$ cat config.mk
export PLATFORM = sky130hd
export DESIGN_NAME = ercm8_acc_stage
export DESIGN_NICKNAME = d
export VERILOG_FILES = /design/src/rtl/ercm8_acc_stage.sv
export SDC_FILE = /design/constraint.sdc
export NUM_CORES = 1
export LEC_CHECK = 0
export BUFFER_PORTS_ARGS = -buffer_cell sky130_fd_sc_hd__buf_2
export CAP_MARGIN = 20
export CORE_ASPECT_RATIO = 1.2
export CORE_UTILIZATION = 59
export CTS_BUF_LIST = sky130_fd_sc_hd__clkbuf_4 sky130_fd_sc_hd__clkbuf_8 sky130_fd_sc_hd__clkbuf_16
export CTS_CLUSTER_DIAMETER = 50
export DETAILED_ROUTE_END_ITERATION = 6
export GPL_ROUTABILITY_DRIVEN = 0
export PLACE_DENSITY_LB_ADDON = 0.15
export SLEW_MARGIN = 20
export SYNTH_ARGS = -nofsm -noshare
export SYNTH_HDL_FRONTEND = slang
export SYNTH_SLANG_ARGS = --single-unit
$ cat constraint.sdc
create_clock -name clk -period 4.35 [get_ports clk]
set_input_delay 0.435 -clock clk [delete_from_list [all_inputs] [get_ports clk]]
set_output_delay 0.435 -clock clk [all_outputs]
set_load 0.02 [all_outputs]
$ cat src/rtl/ercm8_acc_stage.sv
// ercm8_acc_stage
//   Streaming frame accumulator placed behind the ERCM8 8x8 approximate
//   multiplier. Unsigned 16-bit products are summed, saturating at
//   2^ACC_W-1, into frames. A frame closes on prod_last or when its beat count
//   reaches MAX_LEN. Each closed frame is presented once through a one-entry
//   output register.
//
//   Handshakes: a transfer happens on a rising clk edge where valid and ready
//   are both high. prod_rdy does not depend on prod_vld in the same cycle. A
//   presented result holds acc_dat/acc_cnt/acc_ovf stable until it is taken.
//
// Ports
//   clk, rst_n   clock (rising edge), asynchronous active-low reset
//   clr          synchronous abort of the in-progress frame (and any held result)
//   prod_vld/prod_dat/prod_last/prod_rdy   product input stream
//   acc_vld/acc_dat/acc_cnt/acc_ovf/acc_rdy frame result stream
//   dbg_state    current FSM state (IDLE=0, ACCUM=1, STALL=2)
module ercm8_acc_stage #(
   parameter int ACC_W   = 24,
   parameter int CNT_W   = 8,
   parameter int MAX_LEN = 255
) (
   input  logic             clk,
   input  logic             rst_n,
   input  logic             clr,
   input  logic             prod_vld,
   input  logic [15:0]      prod_dat,
   input  logic             prod_last,
   output logic             prod_rdy,
   output logic             acc_vld,
   output logic [ACC_W-1:0] acc_dat,
   output logic [CNT_W-1:0] acc_cnt,
   output logic             acc_ovf,
   input  logic             acc_rdy,
   output logic [1:0]       dbg_state
);

   localparam logic [1:0] IDLE  = 2'd0;
   localparam logic [1:0] ACCUM = 2'd1;
   localparam logic [1:0] STALL = 2'd2;

   logic [1:0]       state, state_n;
   logic [ACC_W-1:0] sum, sum_n;
   logic [CNT_W-1:0] cnt, cnt_n;
   logic             ovf, ovf_n;

   // Result of a frame that closed while the output register was occupied.
   logic [ACC_W-1:0] hold_dat, hold_dat_n;
   logic [CNT_W-1:0] hold_cnt, hold_cnt_n;
   logic             hold_ovf, hold_ovf_n;

   logic             vld_n;
   logic [ACC_W-1:0] dat_n;
   logic [CNT_W-1:0] ocnt_n;
   logic             oovf_n;
   logic             rdy_n;

   logic             beat_acc;
   logic [ACC_W:0]   sum_ext;
   logic             sat;
   logic [ACC_W-1:0] beat_sum;
   logic [CNT_W-1:0] beat_cnt;
   logic             beat_ovf;
   logic             close;
   logic             out_free;

   assign beat_acc = prod_vld & prod_rdy;
   // One extra bit catches the carry out; products are unsigned so once the sum
   // has clamped every later beat clamps again.
   assign sum_ext  = {1'b0, sum} + (ACC_W+1)'(prod_dat);
   assign sat      = sum_ext[ACC_W];
   assign beat_sum = sat ? {ACC_W{1'b1}} : sum_ext[ACC_W-1:0];
   assign beat_cnt = cnt + 1'b1;
   assign beat_ovf = ovf | sat;
   // prod_last and the length limit on the same beat is a single close.
   assign close    = beat_acc & (prod_last | (beat_cnt == CNT_W'(MAX_LEN)));
   assign out_free = ~acc_vld | acc_rdy;

   assign dbg_state = state;

   always_comb begin
      state_n    = state;
      sum_n      = sum;
      cnt_n      = cnt;
      ovf_n      = ovf;
      hold_dat_n = hold_dat;
      hold_cnt_n = hold_cnt;
      hold_ovf_n = hold_ovf;
      vld_n      = acc_vld & ~acc_rdy;
      dat_n      = acc_dat;
      ocnt_n     = acc_cnt;
      oovf_n     = acc_ovf;

      if (clr) begin
         // Any beat accepted this cycle is dropped; the output register is
         // left alone and may still drain.
         state_n    = IDLE;
         sum_n      = '0;
         cnt_n      = '0;
         ovf_n      = 1'b0;
         hold_dat_n = '0;
         hold_cnt_n = '0;
         hold_ovf_n = 1'b0;
      end else if (state == STALL) begin
         if (acc_rdy) begin
            vld_n   = 1'b1;
            dat_n   = hold_dat;
            ocnt_n  = hold_cnt;
            oovf_n  = hold_ovf;
            state_n = IDLE;
         end
      end else if (beat_acc) begin
         if (close) begin
            sum_n   = '0;
            cnt_n   = '0;
            ovf_n   = 1'b0;
            if (out_free) begin
               vld_n   = 1'b1;
               dat_n   = beat_sum;
               ocnt_n  = beat_cnt;
               oovf_n  = beat_ovf;
               state_n = IDLE;
            end else begin
               hold_dat_n = beat_sum;
               hold_cnt_n = beat_cnt;
               hold_ovf_n = beat_ovf;
               state_n    = STALL;
            end
         end else begin
            sum_n   = beat_sum;
            cnt_n   = beat_cnt;
            ovf_n   = beat_ovf;
            state_n = ACCUM;
         end
      end

      // Registered so that ready stays low through reset and rises on the
      // first edge after release.
      rdy_n = (state_n != STALL);
   end

   always_ff @(posedge clk or negedge rst_n) begin
      if (!rst_n) begin
         state    <= IDLE;
         sum      <= '0;
         cnt      <= '0;
         ovf      <= 1'b0;
         hold_dat <= '0;
         hold_cnt <= '0;
         hold_ovf <= 1'b0;
         acc_vld  <= 1'b0;
         acc_dat  <= '0;
         acc_cnt  <= '0;
         acc_ovf  <= 1'b0;
         prod_rdy <= 1'b0;
      end else begin
         state    <= state_n;
         sum      <= sum_n;
         cnt      <= cnt_n;
         ovf      <= ovf_n;
         hold_dat <= hold_dat_n;
         hold_cnt <= hold_cnt_n;
         hold_ovf <= hold_ovf_n;
         acc_vld  <= vld_n;
         acc_dat  <= dat_n;
         acc_cnt  <= ocnt_n;
         acc_ovf  <= oovf_n;
         prod_rdy <= rdy_n;
      end
   end

endmodule

# Word-level counts from Yosys, hierarchy flattened
# Cells that the tools add are included.
[word_totals] wordCells=92 inputBits=22 regBits=103 out_inout_bits=37
[op_classes] mux=55 add_sub_neg=2 n_reduce_logical=8 n_eq_ne=6 bitwise=9
[op_table] operator="$mux 24" n=15
[op_table] operator="$mux 8" n=14
[op_table] operator="$add 24x16->25" n=1
[op_table] operator="$mux 1" n=20
[op_table] operator="$mux 2" n=6
[op_table] operator="$reduce_bool 2->1" n=5
[op_table] operator="$add 8x1->8 const B" n=1
[op_table] operator="$eq 8x8->1 const B" n=1
[op_table] operator="$ne 2x2->1 const B" n=4
[op_table] operator="$reduce_and 5->1" n=1
[op_table] operator="$reduce_and 4->1" n=1
[op_table] operator="$and 1x1->1" n=3
[op_table] operator="$not 1->1" n=3
[op_table] operator="$or 1x1->1" n=3
[op_table] operator="$eq 2x2->1 const B" n=1
[op_table] operator="$reduce_and 2->1" n=1

# Longest topological paths before layout
# Gate-level depths: netlist (run 1).
[logic_depth] word_depth=9 mapped_depth=11 mapped_depth_nobuf=9

# Worst setup path before layout (run 1)
# No wires, ideal clock.
[synth_path] path_kind="input to register" from="input prod_dat[0]" to="register hold_dat[17]" arrival_time_ns=2.772 setup_time_ns=0.142 path_buffers=2 setup_slack_ns=1.436 path_stages=11 t_required_ns=4.208 path_cell_list="ha_1 > fa_1 > a211oi_1 > o21ai_1 > a211oi_1 > or3_1 > clkbuf_1 > clkbuf_1 > o21ai_0 > mux2i_1 > a211oi_1"
[synth_via] elab_chain_len=7
[synth_rtl] element="start, declared" line="27" rtl="input logic [15:0] prod_dat,"
[synth_rtl] element="$add 24x16->25" line="70" rtl="assign sum_ext = {1'b0, sum} + (ACC_W+1)'(prod_dat);"
[synth_rtl] element="$mux 24" line="72" rtl="assign beat_sum = sat ? {ACC_W{1'b1}} : sum_ext[ACC_W-1:0];"
[synth_rtl] element="$mux 24" line="117" rtl="if (out_free) begin"
[synth_rtl] element="$mux 24" line="113" rtl="if (close) begin"
[synth_rtl] element="$mux 24" line="112" rtl="end else if (beat_acc) begin"
[synth_rtl] element="$mux 24" line="104" rtl="end else if (state == STALL) begin"
[synth_rtl] element="$mux 24" line="94" rtl="if (clr) begin"
[synth_rtl] element="end signal, assigned" line="161" rtl="hold_dat <= hold_dat_n;"
[synth_rtl] element="end, declared" line="48" rtl="logic [ACC_W-1:0] hold_dat, hold_dat_n;"
# No other way between the ends. The select of a mux whose other input is x is not followed.
# A chain may end at the register's enable or synchronous reset.

# Worst setup path in the final report (run 1)
[layout_path] from="register sum[0]" to="register hold_dat[10]"
[layout_via] elab_chain_len=7
[layout_rtl] element="start, declared" line="43" rtl="logic [ACC_W-1:0] sum, sum_n;"
[layout_rtl] element="start signal, assigned" line="158" rtl="sum <= sum_n;"
[layout_rtl] element="$add 24x16->25" line="70"
[layout_rtl] element="$mux 24" line="72"
[layout_rtl] element="$mux 24" line="117"
[layout_rtl] element="$mux 24" line="113"
[layout_rtl] element="$mux 24" line="112"
[layout_rtl] element="$mux 24" line="104"
[layout_rtl] element="$mux 24" line="94"
# No other way between the ends. The select of a mux whose other input is x is not followed.

==> metrics, run 1 <==
Synth Area in Simple Gates 18.65%; setup TNS 0 ps; htree depth 3; Internal 0.001361 W; Crit path required time 4610 ps; Sink Count 103; initial antenna violation count 0; Worst-path clk slew 110 ps; setup bufs post-CTS 0; Syn Nets 690; Initial Util 61.77%; dominant cell type by area after synthesis dfrtp_1; vias per inst 6.201; outcome complete, no violations; Mapped Area 5668 sq um; worst slew pin tran 910.7 ps; Synth async-reset ratio 100.0%; #FFs+latches synth 103; Max Freq 0.3007 GHz; Clock Power Share 27.2%; post-CTS sizing 0; DRT Wirelength 14180 um; CP Launch Type flop; Tmin final 3326 ps; xor/xnor share of the synthesized area 1.391%; Worst EP arrival 3590 ps; largest family of logic cells by synthesized area compound AO/OA/AOI/OAI gates; NetSw 0.0006417 W; DR DRC count 0; Post-Synthesis Mean Instance Area 8.733 sq um; Post-DP HPWL 9835 um; gr usage total 29.75%; post-synthesis mux area share 2.472%; CP max FO 14; layout cell share with drive strength beyond 1 13.73%; antenna viol nets, final 0; crit path kind flop to flop; GRT overflow 0; first-pass GRT wire length 23120 um; Gate Count Post-Synth 649; sequential power share 52.7%; vias in the first global route 4692; WL per Instance 17.46 um; PD cells 321.8 nW/um^2; RSZ-0062 raised after global routing no; Fin. Hold Viols 0; Vert. Die Dim 109.4 um; clk buf depth 2; Post-synth top flop dfrtp_1; fin. max-slew vios 0; die area 10000 sq um; Syn-to-layout area delta 9.779%; Post-synth EDFFs 0; share of the synthesized area in the top cell type 45.47%; Pre-antenna DRT Iters 5; Sw Share 32.05%; top cells by area, synth dfrtp_1, o21ai_0, nor2_1; Site Rows 38; fin nets 729; post-synthesis adder-cell area fraction 4.327%; yosys warns 0; VDD IR-drop max 149.4 uV; clk_skew 15.95 ps; class of the worst hold path primary input to async pin; Comb pwr share 20.1%; P_leak 2.796 nW; # IOs 59; initial DRC count 419; CTS tree done; core area 9176 sq um; max_slew headroom 39.29%; sequential area share after synthesis 45.47%; Layout Utilization 67.81%; Via Count 5035; Port Buf Inserts 58; Num CTS Buffers 9; # diodes 0; fin crit share 76.46%; crit end category flop; final setup violation count 0; Horiz. Die Dim 91.48 um; pin count of the biggest net entering global routing 75; CTS root buf clkbuf_8; total of max-cap violations 0; Clock Latency Late Sink 370 ps; post-synthesis compound-gate area fraction 23.95%; library cells used by synthesis 57; Hold-fix buffers, CTS 0
==> cell type report <==
type | count | area [sq um]
clock buffers | 9 | 123.9
clock inverters | 6 | 46.29
fillers | 772 | 2954
inverters | 11 | 41.29
multi-input cells | 494 | 2895
flip-flops and latches | 103 | 2577
well taps | 120 | 150.1
repair buffers | 69 | 387.9
==> flip-flops by register name, summed over array words and instances (netlist names), 2 cells and up <==
name / count
acc_cnt: 8
acc_dat: 24
cnt: 8
dbg_state: 2
hold_cnt: 8
hold_dat: 24
sum: 24
==> cell families (layout without fill, tap and decap cells) <==
family                   Yosys count  in the layout
buffers and inverters             52             95
AND/OR/NAND/NOR                  237            237
multiplexers                      14             14
XOR/XNOR                           9              9
adder cells (fa/ha/maj)           19             19
flip-flops                       103            103
AO/OA/AOI/OAI                    215            215
==> through the flow <==
stage                     std cells  hold slack (ps)  power (W)  setup slack (ps)  area [sq um]
after floorplan                 649            139.4   0.001326              1436          5668
final                           812            187.4   0.002002              1024          6222
after global placement          797            458.4   0.001463              1077          6052
after CTS                       812            220.9   0.002012              1091          6222
after global routing            812            254.9   0.002101             764.3          6222
after detailed placement        797            469.8   0.001474             957.4          6052
==> metal layers <==
layer / track usage, % / up-vias / part of all wire (%)
li1: - / 2404 / -
met1: 40.38 / 2422 / 43
met2: 48.76 / 186 / 48
met3: 4.841 / 23 / 7.2
met4: 10.66 / 0 / 1.9
met5: 0 / - / 0
==> critical path: stages (launching register included) <==
cell      delay (ps)
dfrtp_1          380
ha_1             240
fa_1             260
a211oi_1         110
o21ai_1          320
a211oi_1         170
or3_1            540
nor2_1           740
nor2_1           150
a211oi_1         280
==> cells in the mapped netlist (all sizes together) (3+ instances only) <==
library cell,number
a21boi,4
and2,3
nor2,87
and3,7
xnor2,6
nor3,21
nand4,4
o31ai,4
o311ai,4
mux2i,14
inv,11
o2bb2ai,3
nor2b,3
or2,3
a21o,6
clkbuf,32
nand2b,9
nand3b,5
o221ai,3
o211ai,9
nand3,12
nand2,77
a31oi,5
ha,18
or3,3
buf,9
a22oi,3
o21ai,78
a22o,11
o21a,4
xor2,3
a21oi,40
o22ai,6
a211oi,25
dfrtp,103
==> worst paths after layout <==
| kind | start | endpoint | slack, ps | cells past startpoint |
|---|---|---|---|---|
| max reg2reg | sum[0] | hold_dat[10] | 1020 | 9 |
| min reg2reg | acc_cnt[4] | acc_cnt[4] | 490 | 2 |
| max in group asynchronous | rst_n | sum[9] | 3230 | 2 |
| min in group clk | acc_rdy | acc_vld | 410 | 3 |
| max | sum[0] | hold_dat[10] | 1020 | 9 |
| min | rst_n | acc_cnt[4] | 190 | 1 |
==> power groups by stage <==
stage	logic (W)	registers, W	clock network [W]
after CTS	0.000402	0.00105	0.000555
after global routing	0.000445	0.00106	0.000594
after global placement	0.000391	0.00107	0
final	0.000403	0.00106	0.000544
after detailed placement	0.000401	0.00107	0
after floorplan	0.000207	0.00112	0
==> cells in the final DEF (no fill, tap or decap), drive strengths merged, types with 2 or more instances in the layout <==
master / instances
o31ai: 4
a22oi: 3
nor2: 87
nor3: 21
nand4b: 2
buf: 69
o21ai: 78
nand3: 12
xnor2: 6
o311ai: 4
a22o: 11
or2: 3
o21a: 4
nor2b: 3
xor2: 3
a21o: 6
o221ai: 3
or3: 3
a21oi: 40
mux2i: 14
nand3b: 5
clkinvlp: 2
o2bb2ai: 3
clkbuf: 9
dfrtp: 103
a21boi: 4
o211ai: 9
nand4: 4
a31o: 2
o22ai: 6
and2: 3
a31oi: 5
inv: 13
and3: 7
nand2b: 9
a211oi: 25
clkinv: 2
nand2: 77
ha: 18
Note: power is estimated with default switching activity, not from simulation.
==> run 2: changes to the inputs <==
==> constraint.sdc (replaced) <==
create_clock -name clk -period 3.3 [get_ports clk]
set_input_delay 0.33 -clock clk [delete_from_list [all_inputs] [get_ports clk]]
set_output_delay 0.33 -clock clk [all_outputs]
set_load 0.02 [all_outputs]
==> metrics, run 2 (same netlist as run 1, synthesis figures left out) <==
PD cells 433.8 nW/um^2 (was 321.8 nW/um^2); Fin. Hold Viols 0 (unchanged); met3 WL 1101 um (was 1019 um); crit end category flop (unchanged); antenna viol nets, final 0 (unchanged); vias per inst 6.326 (was 6.201); Layout Utilization 68.71% (was 67.81%); most frequent cells in the layout dfrtp_1, nor2_1, nand2_1 (unchanged); CP max stage delay 450 ps (was 740 ps); core area 9176 sq um (unchanged); DR WL met2 7126 um (was 6849 um); max_slew headroom 40.99% (was 39.29%); Num CTS Buffers 9 (unchanged); gr usage total 32.36% (was 29.75%); # IOs 59 (unchanged); WL met1 6258 um (was 6042 um); clk_skew 16.02 ps (was 15.95 ps); fin. max-slew vios 0 (unchanged); CTS tree done (unchanged); Seq. cell area 2577 sq um (unchanged); Worst-path clk slew 100 ps (was 110 ps); first-pass GRT wire length 25180 um (was 23120 um); GRT overflow 0 (unchanged); Sink Count 103 (unchanged); setup TNS 0 ps (unchanged); pin count of the biggest net entering global routing 61 (was 75); VDD IR-drop max 234.9 uV (was 149.4 uV); Port Buf Inserts 58 (unchanged); outcome complete, no violations (unchanged); Initial Util 61.77% (unchanged); Worst EP arrival 3360 ps (was 3590 ps); die area 10000 sq um (unchanged); Horiz. Die Dim 91.48 um (unchanged); setup bufs post-CTS 0 (unchanged); critical path, cell by cell ha_1, fa_1, a211oi_1, o21ai_1, a211o_1, and3_1, o311ai_0, nor2_1, a211oi_1 (was ha_1, fa_1, a211oi_1, o21ai_1, a211oi_1, or3_1, nor2_1, nor2_1, a211oi_1); layout cell share with drive strength beyond 1 14.71% (was 13.73%); final setup violation count 0 (unchanged); Post-DP HPWL 10190 um (was 9835 um); Tmin final 3083 ps (was 3326 ps); P_leak 2.852 nW (was 2.796 nW); Vert. Die Dim 109.4 um (unchanged); worst slew pin tran 879.8 ps (was 910.7 ps); Crit-path slowest cell fa_1 (was nor2_1); clk buf depth 2 (unchanged); Syn-to-layout area delta 11.24% (was 9.779%); Max Freq 0.3244 GHz (was 0.3007 GHz); DRT Wirelength 14920 um (was 14180 um); initial antenna violation count 0 (unchanged); Clock Latency Late Sink 390 ps (was 370 ps); class of the worst hold path primary input to async pin (unchanged); CP Launch Type flop (unchanged); CP max FO 4 (was 14); crit path kind flop to flop (unchanged); Pre-antenna DRT Iters 6 (was 5); fin crit share 93.41% (was 76.46%); Site Rows 38 (unchanged); largest registers acc_dat: 24 flops, hold_dat: 24 flops, sum: 24 flops (unchanged); vias in the first global route 5132 (was 4692); htree depth 3 (unchanged); post-CTS sizing 0 (unchanged); total of max-cap violations 0 (unchanged); critical path's top delay family compound AO/OA/AOI/OAI gates (was simple AND/OR/NAND/NOR gates); commonest non-fill, non-tap cell in the layout dfrtp_1 (unchanged); Top Layer Used met4 (unchanged); hold_ws 31.77 ps (was 187.4 ps); CP most frequent cell a211oi_1 (unchanged); # fillers 756 (was 772); RSZ-0062 raised after global routing no (unchanged); WL per Instance 18.20 um (was 17.46 um); WP buf/inv 0 (unchanged); fin nets 736 (was 729); Crit path required time 3580 ps (was 4610 ps); initial DRC count 488 (was 419); # diodes 0 (unchanged); CTS root buf clkbuf_8 (unchanged); Via Count 5187 (was 5035); Hold-fix buffers, CTS 0 (unchanged); DR DRC count 0 (unchanged); multi-input logic area 2895 sq um (unchanged)
[run 2: cell types whose count changed in the layout (fill, tap and decap cells not counted), moves of 2 or more]
cell        previous run  this run
inv_6                  2         0
clkinv_4               1         3
clkinvlp_4             2         0
inv_8                  0         2
clkbuf_8               9        11
buf_4                 11        18
[run 2: metrics by stage]
stage,instance area (sq um),worst slack [ps],std cells,total power [W]
2_1_floorplan,5668,467.8,649,0.001748
3_5_place_dp,6105,185.5,804,0.001954
3_3_place_gp,6105,319.0,804,0.001935
5_1_grt,6305,16.17,820,0.002862
4_1_cts,6305,237.8,820,0.002745
6_report,6305,217.3,820,0.002735
[run 2: cell type report]
| type | count | share of cell area [%] |
|---|---|---|
| clock buffer | 11 | 2.401 |
| sequential | 103 | 40.88 |
| clock inverter | 5 | 0.7740 |
| inverter | 11 | 0.6549 |
| tap | 120 | 2.381 |
| timing repair buffer | 76 | 6.986 |
| multi-input combinational | 494 | 45.92 |
[run 2: metal layers]
metal / track usage (%) / vias to the layer above
li1: - / 2414
met1: 42.88 / 2515
met2: 52.31 / 222
met3: 4.703 / 36
met4: 16.55 / 0
met5: 0 / -
[run 2: worst register-to-register path, stage by stage (launching register included)]
cell	delay, ps
dfrtp_1	400
ha_1	240
fa_1	450
a211oi_1	340
o21ai_1	210
a211o_1	330
and3_1	200
o311ai_0	440
nor2_1	110
a211oi_1	260
[run 2: power breakdown]
part / leakage (nW) / switching, W / total, W / internal (W)
Combinational: 1.36 / 0.000356 / 0.000539 / 0.000183
Sequential: 1.39 / 0.0000570 / 0.00139 / 0.00134
Clock: 0.104 / 0.000471 / 0.000801 / 0.000330
[run 2: worst paths after layout]
kind                             start           end  slack [ps]  cells past startpoint
min in group clk               acc_rdy       acc_vld         290                      3
min                              rst_n    acc_cnt[5]          30                      1
max                             sum[0]  hold_dat[10]         220                      9
min reg2reg                acc_dat[18]   acc_dat[18]         490                      2
max in group asynchronous        rst_n   hold_dat[7]        2530                      2
max reg2reg                     sum[0]  hold_dat[10]         220                      9
